$ cat src/rtl/kc85_modbus_ctl.sv
// KC85 module-bus host controller: issues Z80-style I/O cycles (control OUT and
// module-ID IN at port {slot,80h}) with T-state strobe timing, WAIT and timeout.
module kc85_modbus_ctl #(
    parameter int unsigned WAIT_MAX = 16
) (
    input  logic        CLK,
    input  logic        RESET,
    input  logic        REQ,
    input  logic        OP,
    input  logic [7:0]  SLOT,
    input  logic [7:0]  WDATA,
    output logic        BUSY,
    output logic        DONE,
    output logic        ERR,
    output logic [7:0]  RDATA,
    output logic [15:0] A,
    output logic [7:0]  D_OUT,
    output logic        D_OE,
    input  logic [7:0]  D_IN,
    output logic        IORQ_N,
    output logic        RD_N,
    output logic        WR_N,
    input  logic        WAIT_N
);

    // The counter only has to reach WAIT_MAX-1: the final TW sample decides the timeout.
    localparam int unsigned   CW        = (WAIT_MAX > 1) ? $clog2(WAIT_MAX) : 1;
    localparam logic [CW-1:0] WAIT_LAST = CW'(WAIT_MAX - 1);

    typedef enum logic [2:0] {
        IDLE,
        T1,
        T2,
        TW,
        T3
    } state_t;

    state_t        state;
    logic          op_wr;
    logic [CW-1:0] wait_cnt;

    always_ff @(posedge CLK or posedge RESET) begin
        if (RESET) begin
            state    <= IDLE;
            op_wr    <= 1'b0;
            wait_cnt <= '0;
            BUSY     <= 1'b0;
            DONE     <= 1'b0;
            ERR      <= 1'b0;
            RDATA    <= '0;
            A        <= '0;
            D_OUT    <= '0;
            D_OE     <= 1'b0;
            IORQ_N   <= 1'b1;
            RD_N     <= 1'b1;
            WR_N     <= 1'b1;
        end else begin
            DONE <= 1'b0;
            ERR  <= 1'b0;
            unique case (state)
                IDLE: begin
                    if (REQ) begin
                        state <= T1;
                        op_wr <= OP;
                        BUSY  <= 1'b1;
                        A     <= {SLOT, 8'h80};
                        if (OP) begin
                            D_OUT <= WDATA;
                            D_OE  <= 1'b1;
                        end
                    end
                end
                T1: begin
                    state  <= T2;
                    IORQ_N <= 1'b0;
                    if (op_wr) WR_N <= 1'b0;
                    else       RD_N <= 1'b0;
                end
                T2: begin
                    state    <= TW;
                    wait_cnt <= '0;
                end
                TW: begin
                    if (WAIT_N) begin
                        state <= T3;
                    end else if (wait_cnt == WAIT_LAST) begin
                        // Stuck WAIT: abandon the cycle and report the timeout.
                        state  <= IDLE;
                        BUSY   <= 1'b0;
                        DONE   <= 1'b1;
                        ERR    <= 1'b1;
                        IORQ_N <= 1'b1;
                        RD_N   <= 1'b1;
                        WR_N   <= 1'b1;
                        D_OE   <= 1'b0;
                        if (!op_wr) RDATA <= 8'hFF;
                    end else begin
                        wait_cnt <= wait_cnt + CW'(1);
                    end
                end
                T3: begin
                    state  <= IDLE;
                    BUSY   <= 1'b0;
                    DONE   <= 1'b1;
                    IORQ_N <= 1'b1;
                    RD_N   <= 1'b1;
                    WR_N   <= 1'b1;
                    D_OE   <= 1'b0;
                    if (!op_wr) RDATA <= D_IN;
                end
                default: state <= IDLE;
            endcase
        end
    end

endmodule

$ cat config.mk
export PLATFORM = sky130hd
export DESIGN_NAME = kc85_modbus_ctl
export DESIGN_NICKNAME = d
export VERILOG_FILES = /design/src/rtl/kc85_modbus_ctl.sv
export SDC_FILE = /design/constraint.sdc
export NUM_CORES = 1
export LEC_CHECK = 0
export BUFFER_PORTS_ARGS = -buffer_cell sky130_fd_sc_hd__buf_4
export CAP_MARGIN = 20
export CORE_ASPECT_RATIO = 1.75
export CORE_MARGIN = 5
export CORE_UTILIZATION = 40
export CTS_CLUSTER_SIZE = 10
export DETAILED_ROUTE_END_ITERATION = 10
export PLACE_DENSITY = 0.67
export SYNTH_ARGS = -nofsm -noshare
export SYNTH_HDL_FRONTEND = slang
export SYNTH_SLANG_ARGS = --single-unit
$ cat constraint.sdc
create_clock -name CLK -period 5.1 [get_ports CLK]
set_clock_uncertainty 0.2 [all_clocks]
set_input_delay 1.02 -clock CLK [delete_from_list [all_inputs] [get_ports CLK]]
set_output_delay 1.02 -clock CLK [all_outputs]
set_load 0.01 [all_outputs]
==> results of run 1 <==
[Yosys cell counts, types with 2 or more instances]
cell type  instances
a21oi_1           11
a2bb2oi_1          2
a31oi_1            2
and3_1             2
buf_2              2
buf_4             10
dfrtp_1           37
dfstp_2            3
inv_1             12
mux2_2            16
nand2_1            7
nand2b_1           2
nand4b_1           2
nor2_1             5
nor3_1             3
o211ai_1           3
o22a_1             2
o22ai_1            8
o32a_1             2
[worst register-to-register path, delay by kind of cell (launching register included)]
kind | cells | cell delay, ps
AND/OR/NAND/NOR | 2 | 1020
flip-flops | 1 | 590
multiplexers | 1 | 330
[routing by layer]
| layer | part of all wire | GRT usage | wire (um) | vias up |
|---|---|---|---|---|
| met2 | 0.55 | 0.246 | 2230 | 43 |
| met1 | 0.36 | 0.171 | 1460 | 672 |
| met3 | 0.060 | 0.0380 | 241 | 9 |
| met5 | 0 | 0 | 0 | - |
| met4 | 0.027 | 0.0785 | 107 | 0 |
| li1 | - | - | - | 644 |
[kinds of logic after synthesis]
group,Yosys count,synth area share
simple gates,31,0.107
other cells,1,0.00210
buf+inv,27,0.0833
fa+ha+maj,1,0.00700
compound gates,36,0.138
mux,16,0.101
flops,40,0.562
[metrics by stage]
stage	hold slack, ps	total power [uW]	instance area, um2
after floorplan	312	876	1810
after global placement	266	1090	2230
after detailed placement	261	1100	2230
after CTS	280	1310	2320
after global routing	309	1390	2320
final	276	1300	2320
[worst paths after layout]
| check | from | to | depth (start not counted) |
|---|---|---|---|
| max in group asynchronous | RESET | RD_N | 3 |
| hold / removal | A[7] | A[7] | 1 |
| setup reg to reg | state[0] | D_OUT[5] | 3 |
| min in group asynchronous | RESET | A[8] | 3 |
| hold reg to reg | A[7] | A[7] | 1 |
| setup / recovery | REQ | D_OUT[5] | 4 |
[registers in the layout, summed over array words and instances (netlist names)]
register,count
wait_cnt,4
D_OUT,8
IORQ_N,1
RD_N,1
WR_N,1
op_wr,1
RDATA,8
A,9
DONE,1
state,3
ERR,1
D_OE,1
BUSY,1
[layout make-up]
type | count | area share
flip-flops and latches | 40 | 0.432
multi-input cells | 91 | 0.283
repair buffers | 61 | 0.197
clock buffers | 6 | 0.0355
well taps | 51 | 0.0274
inverters | 13 | 0.0210
clock inverters | 2 | 0.00431
[power by group through the flow]
| stage | clock [uW] | combinational, uW | sequential (uW) |
|---|---|---|---|
| after floorplan | 0 | 306 | 570 |
| after global placement | 0 | 515 | 570 |
| after detailed placement | 0 | 526 | 570 |
| after CTS | 221 | 526 | 567 |
| after global routing | 232 | 573 | 588 |
| final | 215 | 518 | 567 |
==> results_dict.tcl, run 1 <==
set metrics [dict create \
    hold_violations 0 \
    hpwlAfterDp_um 3020 \
    cts_tree "yes" \
    cts_made_buffers 5 \
    vias 1368 \
    ff2ff_setup_slack_ps 2860 \
    track_usage 0.149 \
    netlist_area_um2 1790 \
    crit_type "in2reg" \
    post-place-ws_ps 2410 \
    status "completed" \
    dr.first_iter.drc_count 10 \
    synthDistinctLibCells 40 \
    finalWirelength_um 4040 \
    drc_errors 0 \
    gp_congestion 0.744 \
    switchingPower_uw 456 \
    core-area_um2 4360 \
    gr-total-overflow 0 \
    path_clk_slew_ps 70 \
    drtPass1Iterations 4 \
    yosys.area.top_type "dfrtp_1" \
    worst_slew_pin_slew_ps 704 \
    synth_top_area_share 0.518 \
    grt_pass1_wl_um 6830 \
    wl_per_cell_um 15.3 \
    num_io_pins 68 \
    cp.required_ps 5070 \
    swShare 0.351 \
    async_flop_share 1.00 \
    synthTopCellsByArea "dfrtp_1 52%, mux2_2 10%, dfstp_2 4.4%" \
    synth_edf_count 0 \
    slowest_stage "nor4b_4" \
    finalCriticalPeriod_ps 2330 \
    synth-seq-cells 40 \
    worst_ir_drop_vdd_uv 394 \
    die_x_um 60.5 \
    dieHeight_um 98.4 \
    cp_top_family "simple AND/OR/NAND/NOR gates" \
    postCtsSetupBuffers 0 \
    fill_cells 399 \
    cts_hold_buf 0 \
    nets 242 \
    setup_tns_ps 0 \
    p_int_uw 844 \
    max_freq_mhz 429 \
    cts_resized 0 \
    ctsHtreeMaxLevel 2 \
    netlist_instances 152 \
    ant_nets 0 \
    grt_pass1_vias 1441 \
    antenna_found_initial 0 \
    maxSlewHeadroom 0.529 \
    cts.sinks 40 \
    dp_cells 256 \
    root_buffer "clkbuf_8" \
    crit_chain "buf_4 -> nor4b_4 -> nand2_2 -> mux2_2" \
    finalSetupViolations 0 \
    seqPwrFrac 0.436 \
    cpPeakStageDelay_ps 580 \
    crit_path_end_kind "flop" \
    clockBufferDepth 2 \
    yosysWarnings 0 \
    leakagePower_uw 0.00111 \
    avgSynthCellArea_um2 11.8 \
    rsz0062_at_grt "false" \
    post-route-period-util 0.457 \
    crit_buf_inv 1 \
    start_util 0.410 \
    ys.flop_type "dfrtp_1" \
    clk-insertion-delay-late_ps 290 \
    worstPathMaxFanout 12 \
    fin_cells 264 \
    final_util 0.533 \
    area_delta_synth_final_pct 30.0 \
    routed_via_density 5.18 \
    setup_ws_ps 2770 \
    hp-class "reg2reg" \
    numPortBuffers 60 \
    rows 32 \
    powerDensity_nw_per_um2 559 \
    final_cell_mix "61 x buf_4, 37 x dfrtp_1, 16 x mux2_2" \
    drive_gt1_frac 0.432 \
    multi_input_area_um2 657 \
    pwr-share-clk 0.165 \
    diodes 0 \
    die_area_um2 5960 \
    pwr-share-comb 0.398 \
    register_area_um2 1000 \
    layout_commonest_cell "buf_4" \
    drv_slew 0 \
    ys_seq_area_frac 0.562 \
    cp_data_arrival_time_ps 2300 \
    grt_max_degree 41 \
    maxCapViolations 0 \
    startpoint_type "primary input" \
]
No activity file was read; power rests on OpenSTA's default activity.
==> inputs of run 2 (changes only) <==
Clock period 5.1 ns to 2.3 ns, I/O delays scaled along.
==> run 2 against run 1 <==
  * Combinational power rose by 120%
  * Via count up 0.15%
  * Largest cell class unchanged
  * Highest routed layer unchanged
  * Hold slack lost 200 ps
  * Total power rose by 130%
  * Global-route usage increased by 0.60 points
  * Critical endpoint is now RDATA[3]
  * Setup slack got worse by 2400 ps
  * Count of clock-buffer cells in the layout is 1 lower
==> results_dict.tcl, run 2 (synthesis results as in run 1) <==
set metrics [dict create \
    setup_tns_ps 0 \
    worst_slew_pin_slew_ps 546 \
    post-place-ws_ps 411 \
    hp-class "in2async" \
    grt_pass1_wl_um 6980 \
    reg2reg_from "state[0]" \
    finalSetupViolations 0 \
    dr.first_iter.drc_count 19 \
    post-route-period-util 0.833 \
    rows 32 \
    grt_pass1_vias 1496 \
    cts_resized 0 \
    switchingPower_uw 1020 \
    finalWirelength_um 4100 \
    core-area_um2 4360 \
    rsz0062_at_grt "false" \
    cts.sinks 40 \
    place_area_um2 2240 \
    crit_path_end_kind "flop" \
    finalCriticalPeriod_ps 1920 \
    largest-register "A" \
    ctsHtreeMaxLevel 2 \
    powerDensity_nw_per_um2 1270 \
    gp_congestion 0.748 \
    gr-total-overflow 0 \
    multi_input_area_um2 657 \
    swShare 0.344 \
    top_regs "A: 9 flops, D_OUT: 8 flops, RDATA: 8 flops" \
    register_area_um2 1000 \
    diodes 0 \
    ff2ff_setup_slack_ps 380 \
    wl_per_cell_um 15.5 \
    clockBufferDepth 2 \
    status "completed" \
    startpoint_type "flop" \
    start_util 0.410 \
    ant_nets 0 \
    max_freq_mhz 522 \
    clk-insertion-delay-late_ps 300 \
    worst_ir_drop_vdd_uv 967 \
    drv_slew 0 \
    worstPathMaxFanout 17 \
    area_delta_synth_final_pct 31.5 \
    hpwlAfterDp_um 3100 \
    postCtsSetupBuffers 0 \
    leakagePower_uw 0.00112 \
    p_int_uw 1960 \
    hold_slack_ps 78.5 \
    layout_commonest_cell "buf_4" \
    cts_hold_buf 0 \
    root_buffer "clkbuf_8" \
    cts_tree "yes" \
    maxCapViolations 0 \
    hold_violations 0 \
    pwr-share-comb 0.386 \
    vias 1370 \
    cp_data_arrival_time_ps 1890 \
    rr_endpoint "RDATA[3]" \
    fill_cells 408 \
    setup_ws_ps 383 \
    numPortBuffers 60 \
    crit_type "reg2reg" \
    total_power_uw 2980 \
    maxSlewHeadroom 0.636 \
    dieHeight_um 98.4 \
    die_area_um2 5960 \
    antenna_found_initial 0 \
    final_area_um2 2350 \
    nets 243 \
    seqPwrFrac 0.423 \
    path_clk_slew_ps 80 \
    num_io_pins 68 \
    drtPass1Iterations 3 \
    pwr-share-clk 0.191 \
    grt_max_degree 41 \
    routed_via_density 5.17 \
    cp.required_ps 2270 \
    drc_errors 0 \
    final_cell_mix "62 x buf_4, 37 x dfrtp_1, 16 x mux2_2" \
    r2r_cells 3 \
    cts_made_buffers 5 \
    drive_gt1_frac 0.435 \
    track_usage 0.155 \
    die_x_um 60.5 \
    largest_register_ffs 9 \
]
## run 2: changes by cell type in the layout (fill, tap and decap cells not counted), sizes merged
cell      previous run  this run
buf                 61        62
bufinv               0         1
clkinv               3         2
clkbuf               6         5
clkinvlp             0         1
## run 2: per-stage QoR
| stage | cells | util |
|---|---|---|
| final | 265 | 0.539 |
| after global placement | 257 | 0.513 |
| after floorplan | 158 | - |
| after global routing | 265 | 0.539 |
| after detailed placement | 257 | 0.513 |
| after CTS | 265 | 0.539 |
## run 2: layout make-up
class | count | share of cell area
Sequential cell | 40 | 0.427
Multi-Input combinational cell | 91 | 0.279
Timing Repair Buffer | 62 | 0.198
Clock buffer | 5 | 0.0293
Tap cell | 51 | 0.0271
Inverter | 13 | 0.0208
Clock inverter | 3 | 0.0181
## run 2: how the worst max path moves through the flow
stage / startpoint / to / cells after the start
finish: state[0] / RDATA[3] / 3
global route: state[0] / RDATA[3] / 3
CTS: state[0] / RDATA[3] / 3
detailed placement: state[0] / RDATA[5] / 3
global placement: wait_cnt[0] / BUSY / 4
floorplan: wait_cnt[0] / RD_N / 5
## run 2: power groups by stage
stage	clock network, uW	logic (uW)	registers [uW]
finish	570	1150	1260
global route	619	1280	1320
CTS	586	1170	1260
detailed placement	0	1170	1270
global placement	0	1150	1260
floorplan	0	678	1260
## run 2: worst max-delay path: stages (launching register included)
cell     delay, ps
dfrtp_1        580
or4b_1         750
o22ai_1        210
a21oi_1         60
## run 2: per-layer routing
layer,GRT usage,share of wire,up-vias
li1,-,-,649
met1,0.164,0.34,679
met2,0.273,0.58,37
met3,0.0564,0.065,5
met4,0.0551,0.012,0
met5,0,0,-
